## src/rtl/uart_key_decoder.sv

```systemverilog
// rtl/uart_key_decoder.sv - UART byte stream to 16-bit player instruction word
// Decodes plain keys and ANSI arrow escapes into held directions, pulses and menu selection.
module uart_key_decoder #(
  parameter int HOLD_TICKS  = 3,
  parameter int ESC_TIMEOUT = 2
) (
  input  logic        clk,
  input  logic        reset,
  input  logic [7:0]  rx_data,
  input  logic        rx_valid,
  input  logic        tick,
  output logic [15:0] instr,
  output logic        esc_pending
);

  typedef enum logic [1:0] {S_IDLE, S_ESC, S_CSI} state_t;

  localparam logic [7:0] HOLD_LD = 8'(HOLD_TICKS);
  localparam logic [7:0] ESC_LIM = 8'(ESC_TIMEOUT);

  state_t      r_state;
  logic [7:0]  r_timer;
  logic [7:0]  r_cnt [4];
  logic [15:0] r_instr;
  logic        r_esc_pending;

  state_t      w_state_nxt;
  logic [7:0]  w_timer_nxt;
  logic [7:0]  w_cnt_nxt [4];
  logic        w_plain;
  logic        w_timeout_cancel;
  logic [3:0]  w_csi_load;
  logic [3:0]  w_key_load;
  logic [3:0]  w_load;
  logic        w_confirm;
  logic        w_cancel;
  logic        w_menu_ld;
  logic [1:0]  w_menu_val;

  // Escape sequence tracking; a byte in the same cycle as a tick wins over the tick.
  always_comb begin
    w_state_nxt      = r_state;
    w_timer_nxt      = r_timer;
    w_plain          = 1'b0;
    w_timeout_cancel = 1'b0;
    w_csi_load       = 4'b0000;
    case (r_state)
      S_IDLE: begin
        if (rx_valid) begin
          if (rx_data == 8'h1B) begin
            w_state_nxt = S_ESC;
            w_timer_nxt = 8'd0;
          end else begin
            w_plain = 1'b1;
          end
        end
      end
      S_ESC: begin
        if (rx_valid) begin
          if (rx_data == 8'h5B) begin
            w_state_nxt = S_CSI;
          end else if (rx_data == 8'h1B) begin
            w_timer_nxt = 8'd0;
          end else begin
            w_state_nxt = S_IDLE;
            w_plain     = 1'b1;
          end
        end else if (tick) begin
          if (r_timer == ESC_LIM - 8'd1) begin
            w_state_nxt      = S_IDLE;
            w_timer_nxt      = 8'd0;
            w_timeout_cancel = 1'b1;
          end else begin
            w_timer_nxt = r_timer + 8'd1;
          end
        end
      end
      S_CSI: begin
        if (rx_valid) begin
          w_state_nxt = S_IDLE;
          case (rx_data)
            8'h41:   w_csi_load = 4'b0001;
            8'h42:   w_csi_load = 4'b0010;
            8'h43:   w_csi_load = 4'b1000;
            8'h44:   w_csi_load = 4'b0100;
            default: w_csi_load = 4'b0000;
          endcase
        end else if (tick) begin
          if (r_timer == ESC_LIM - 8'd1) begin
            w_state_nxt = S_IDLE;
            w_timer_nxt = 8'd0;
          end else begin
            w_timer_nxt = r_timer + 8'd1;
          end
        end
      end
      default: begin
        w_state_nxt = S_IDLE;
        w_timer_nxt = 8'd0;
      end
    endcase
  end

  always_comb begin
    w_key_load = 4'b0000;
    w_confirm  = 1'b0;
    w_menu_ld  = 1'b0;
    w_menu_val = rx_data[1:0] - 2'd1;
    if (w_plain) begin
      case (rx_data)
        8'h77, 8'h57: w_key_load = 4'b0001;
        8'h73, 8'h53: w_key_load = 4'b0010;
        8'h61, 8'h41: w_key_load = 4'b0100;
        8'h64, 8'h44: w_key_load = 4'b1000;
        8'h20, 8'h0D: w_confirm  = 1'b1;
        8'h31, 8'h32, 8'h33, 8'h34: w_menu_ld = 1'b1;
        default: w_key_load = 4'b0000;
      endcase
    end
  end

  assign w_load   = w_key_load | w_csi_load;
  assign w_cancel = w_timeout_cancel | (w_plain & ((rx_data == 8'h78) | (rx_data == 8'h58)));

  // Index i^1 is the opposite direction on the same axis.
  always_comb begin
    for (int i = 0; i < 4; i++) begin
      if (w_load[i]) begin
        w_cnt_nxt[i] = HOLD_LD;
      end else if (w_load[i ^ 1]) begin
        w_cnt_nxt[i] = 8'd0;
      end else if (tick && (r_cnt[i] != 8'd0)) begin
        w_cnt_nxt[i] = r_cnt[i] - 8'd1;
      end else begin
        w_cnt_nxt[i] = r_cnt[i];
      end
    end
  end

  always_ff @(posedge clk or posedge reset) begin
    if (reset) begin
      r_state       <= S_IDLE;
      r_timer       <= 8'd0;
      r_instr       <= 16'h0000;
      r_esc_pending <= 1'b0;
      for (int i = 0; i < 4; i++) begin
        r_cnt[i] <= 8'd0;
      end
    end else begin
      r_state       <= w_state_nxt;
      r_timer       <= w_timer_nxt;
      r_esc_pending <= (w_state_nxt != S_IDLE);
      for (int i = 0; i < 4; i++) begin
        r_cnt[i]   <= w_cnt_nxt[i];
        r_instr[i] <= (w_cnt_nxt[i] != 8'd0);
      end
      r_instr[4] <= w_confirm;
      r_instr[5] <= w_cancel;
      if (w_menu_ld) begin
        r_instr[7:6] <= w_menu_val;
      end
      if (w_plain) begin
        r_instr[15:8] <= rx_data;
      end
    end
  end

  assign instr       = r_instr;
  assign esc_pending = r_esc_pending;

endmodule

```

## config.mk

```make
export PLATFORM = sky130hd
export DESIGN_NAME = uart_key_decoder
export DESIGN_NICKNAME = d
export VERILOG_FILES = /design/src/rtl/uart_key_decoder.sv
export SDC_FILE = /design/constraint.sdc
export NUM_CORES = 1
export LEC_CHECK = 0
export ABC_AREA = 1
export BUFFER_PORTS_ARGS = -buffer_cell sky130_fd_sc_hd__buf_2
export CAP_MARGIN = 25
export CORE_MARGIN = 2
export CORE_UTILIZATION = 30
export CTS_BUF_LIST = sky130_fd_sc_hd__clkbuf_8
export DETAILED_ROUTE_END_ITERATION = 6
export PLACE_DENSITY = 0.53
export SYNTH_ARGS = -nofsm -noshare
export SYNTH_HDL_FRONTEND = slang
export SYNTH_SLANG_ARGS = --single-unit
```

## constraint.sdc

```tcl
create_clock -name clk -period 2.3 [get_ports clk]
set_input_delay 0.23 -clock clk [delete_from_list [all_inputs] [get_ports clk]]
set_output_delay 0.23 -clock clk [all_outputs]
set_load 0.05 [all_outputs]
```

==> impl_metrics.csv <==
group,metric,value,unit
status,status,"finished, final reports clean",
floorplanning,die_w,119,microns
detailed_routing,ant_nets,0,
synthesis,synth_cell_type_count,29,
timing,max_freq,0.519,GHz
detailed_routing,drc,0,
clock_tree,cts_root_buffer,"clkbuf_8",
synthesis,async_flop_share,100,%
synthesis,synth_top_area_share,37.2,%
flow_run,cap_violations,0,
detailed_routing,wire_per_inst,11.7,microns
timing,max-slew-margin-rel,51.6,%
synthesis,synth-seq-cells,59,
timing,finalHoldViolCount,0,
floorplanning,die_area,14200,sq um
detailed_routing,routed_wl,9350,microns
clock_tree,clock_latency,0.35,ns
finish,synthToLayoutAreaGrowth,14.5,%
power,finalPower,4660,uW
synthesis,yosys_warnings,0,
finish,diodes,0,
synthesis,yosys-top-cells-count,"206 x nand2_1, 73 x inv_1, 59 x dfrtp_1",
clock_tree,clockBufferDepth,2,
floorplanning,start_util,30.3,%
hold_path,hold_path_class,"in -> reg",
synthesis,synth_cells,584,
timing,fin_crit,1.93,ns
timing,setup_tns,0,ns
timing,rsz0062_at_grt,"false",
power,leakage,0.00247,uW
floorplanning,die_h,119,microns
timing,tightest_slew,0.718,ns
power,power_density,1020,nW/um^2
worst_setup_path,crit_path_end_kind,"flop",
placement,gp_congestion,0.833,
clock_tree,cts_buffers,9,
grt,first_global_vias,3689,
clock_tree,cts.sinks,59,
finish,nets,648,
power,vdd_drop_max,0.330,mV
detailed_routing,num_vias,3694,
power,seqPwrFrac,35.5,%
floorplanning,ioPinCount,29,
synthesis,syn_area,3970,sq um
worst_setup_path,arrival,2.16,ns
placement,hpwl,7040,microns
detailed_routing,drtIter0Drc,201,
synthesis,yosys.area.top_type,"dfrtp_1",
power,p_sw_share,43.5,%
synthesis,yosys-top-cells-area,"dfrtp_1 37%, nand2_1 19%, inv_1 6.9%",
worst_setup_path,start_kind,"flop",
synthesis,synth-seq-area-share,37.2,%
timing,clock_skew,0.00852,ns
synthesis,ys.flop_type,"dfrtp_1",
worst_setup_path,critPathKind,"reg -> reg",
floorplanning,rows,42,
detailed_routing,dr.pass1.iters,4,
synthesis,syn_avg_cell_area,6.80,sq um
timing,drv_slew,0,
worst_setup_path,cp.required,2.53,ns
placement,numPortBuffers,28,
grt,grt_usage,14.4,%
synthesis,synth_edf_count,0,
clock_tree,htreeDepth,3,
clock_tree,cts_tree,"yes",
floorplanning,core,13100,sq um
detailed_routing,viasPerCell,4.61,
worst_setup_path,path_max_fanout,6,
timing,fin_crit_sh,83.8,%
power,clkPwrFrac,20.5,%
grt,antenna_found_initial,0,
clock_tree,clk_pin_slew,0.07,ns
clock_tree,cts_setup_buffers,0,
synthesis,synth_nets,610,
synthesis,synth_most_common_cell,"nand2_1",
timing,setup_violations,0,
power,p_int,2630,uW
grt,grt_max_degree,33,
finish,drive_gt1_share,12.1,%
grt,grt_pass1_wl,16600,microns
grt,overflow,0,
power,p_comb_share,44.1,%
power,p_switching,2020,uW
cell families (layout without fill, tap and decap cells):
group / count (synthesis) / in the layout / synth area share (%)
AND/OR/NAND/NOR: 349 / 349 / 39.0
AO/OA/AOI/OAI: 64 / 64 / 8.38
buffers and inverters: 85 / 127 / 8.13
XOR/XNOR: 13 / 13 / 2.87
adder cells (fa/ha/maj): 14 / 14 / 4.41
flip-flops: 59 / 59 / 37.2
power groups by stage:
stage               clock (uW)  combinational [uW]  sequential (uW)
global placement             0                2030             1660
floorplan                    0                1560             1700
finish                     954                2050             1650
detailed placement           0                2050             1660
CTS                        994                2060             1650
global route              1040                2430             1710
cells in the final DEF (no fill, tap or decap), drive strengths merged, types with 11 or more instances in the layout:
cell | synthesis | layout
ha | 14 | 14
dfrtp | 59 | 59
nor2 | 61 | 61
xor2 | 11 | 11
nand2 | 213 | 213
nand3 | 54 | 54
inv | 81 | 81
buf | 2 | 30
a21oi | 17 | 17
o21ai | 42 | 42
clkbuf | 2 | 14
flip-flops by register name, indices dropped and copies added, names as in the netlist:
signal / flops
r_cnt: 32
instr: 16
r_timer: 8
r_state: 2
esc_pending: 1
cell type report:
class | count | area (sq um)
Fill cell | 1376 | 8540
Multi-Input combinational cell | 440 | 2170
Sequential cell | 59 | 1480
Inverter | 81 | 304
Tap cell | 176 | 220
Clock buffer | 14 | 193
Timing Repair Buffer | 31 | 178
Clock inverter | 1 | 5.00
per-layer routing:
| metal | share of wire, % | wire [microns] | global-route usage (%) |
|---|---|---|---|
| met1 | 47 | 4390 | 17.9 |
| met2 | 48 | 4500 | 24.3 |
| met3 | 3.3 | 312 | 3.26 |
| met4 | 1.6 | 154 | 5.43 |
| met5 | 0 | 0 | 0 |
final timing paths:
kind | startpoint | end | slack, ns | cells after the start
min in group asynchronous | reset | r_cnt[4] | 0.50 | 3
worst min-delay path | rx_data[0] | instr[6] | 0.11 | 2
worst max register to register | r_timer[3] | r_timer[6] | 0.37 | 10
worst min register to register | instr[13] | instr[13] | 0.48 | 2
max in group asynchronous | reset | instr[3] | 1.19 | 4
worst max-delay path | r_timer[3] | r_timer[6] | 0.37 | 10
metrics by stage:
stage / utilization (%) / setup WS (ns) / cell area (sq um) / hold slack [ns] / std cells
floorplan: - / 0.614 / 3970 / 0.323 / 584
global placement: 33.2 / 0.426 / 4340 / 0.341 / 786
detailed placement: 33.2 / 0.415 / 4340 / 0.350 / 786
CTS: 34.7 / 0.403 / 4550 / 0.101 / 802
global route: 34.7 / 0.0905 / 4550 / 0.110 / 802
finish: 34.7 / 0.373 / 4550 / 0.115 / 802
worst max-delay path, cell delays in order, from the launching register on:
cell     delay (ns)
dfrtp_1        0.42
inv_1          0.11
nand2_1        0.06
nor3_1         0.24
nand3_1        0.21
nand2_1        0.15
nand2_1        0.16
o21ai_0        0.17
nand3_1        0.13
nor2_1         0.12
nor2_1         0.05
repair_timing:
| action | 4_1_cts | 5_1_grt |
|---|---|---|
| resized for setup | 0 | 0 |
| hold endpoints to repair | 27 | 0 |
| hold buffers | 1 | 0 |
No activity file was read; power rests on OpenSTA's default activity.
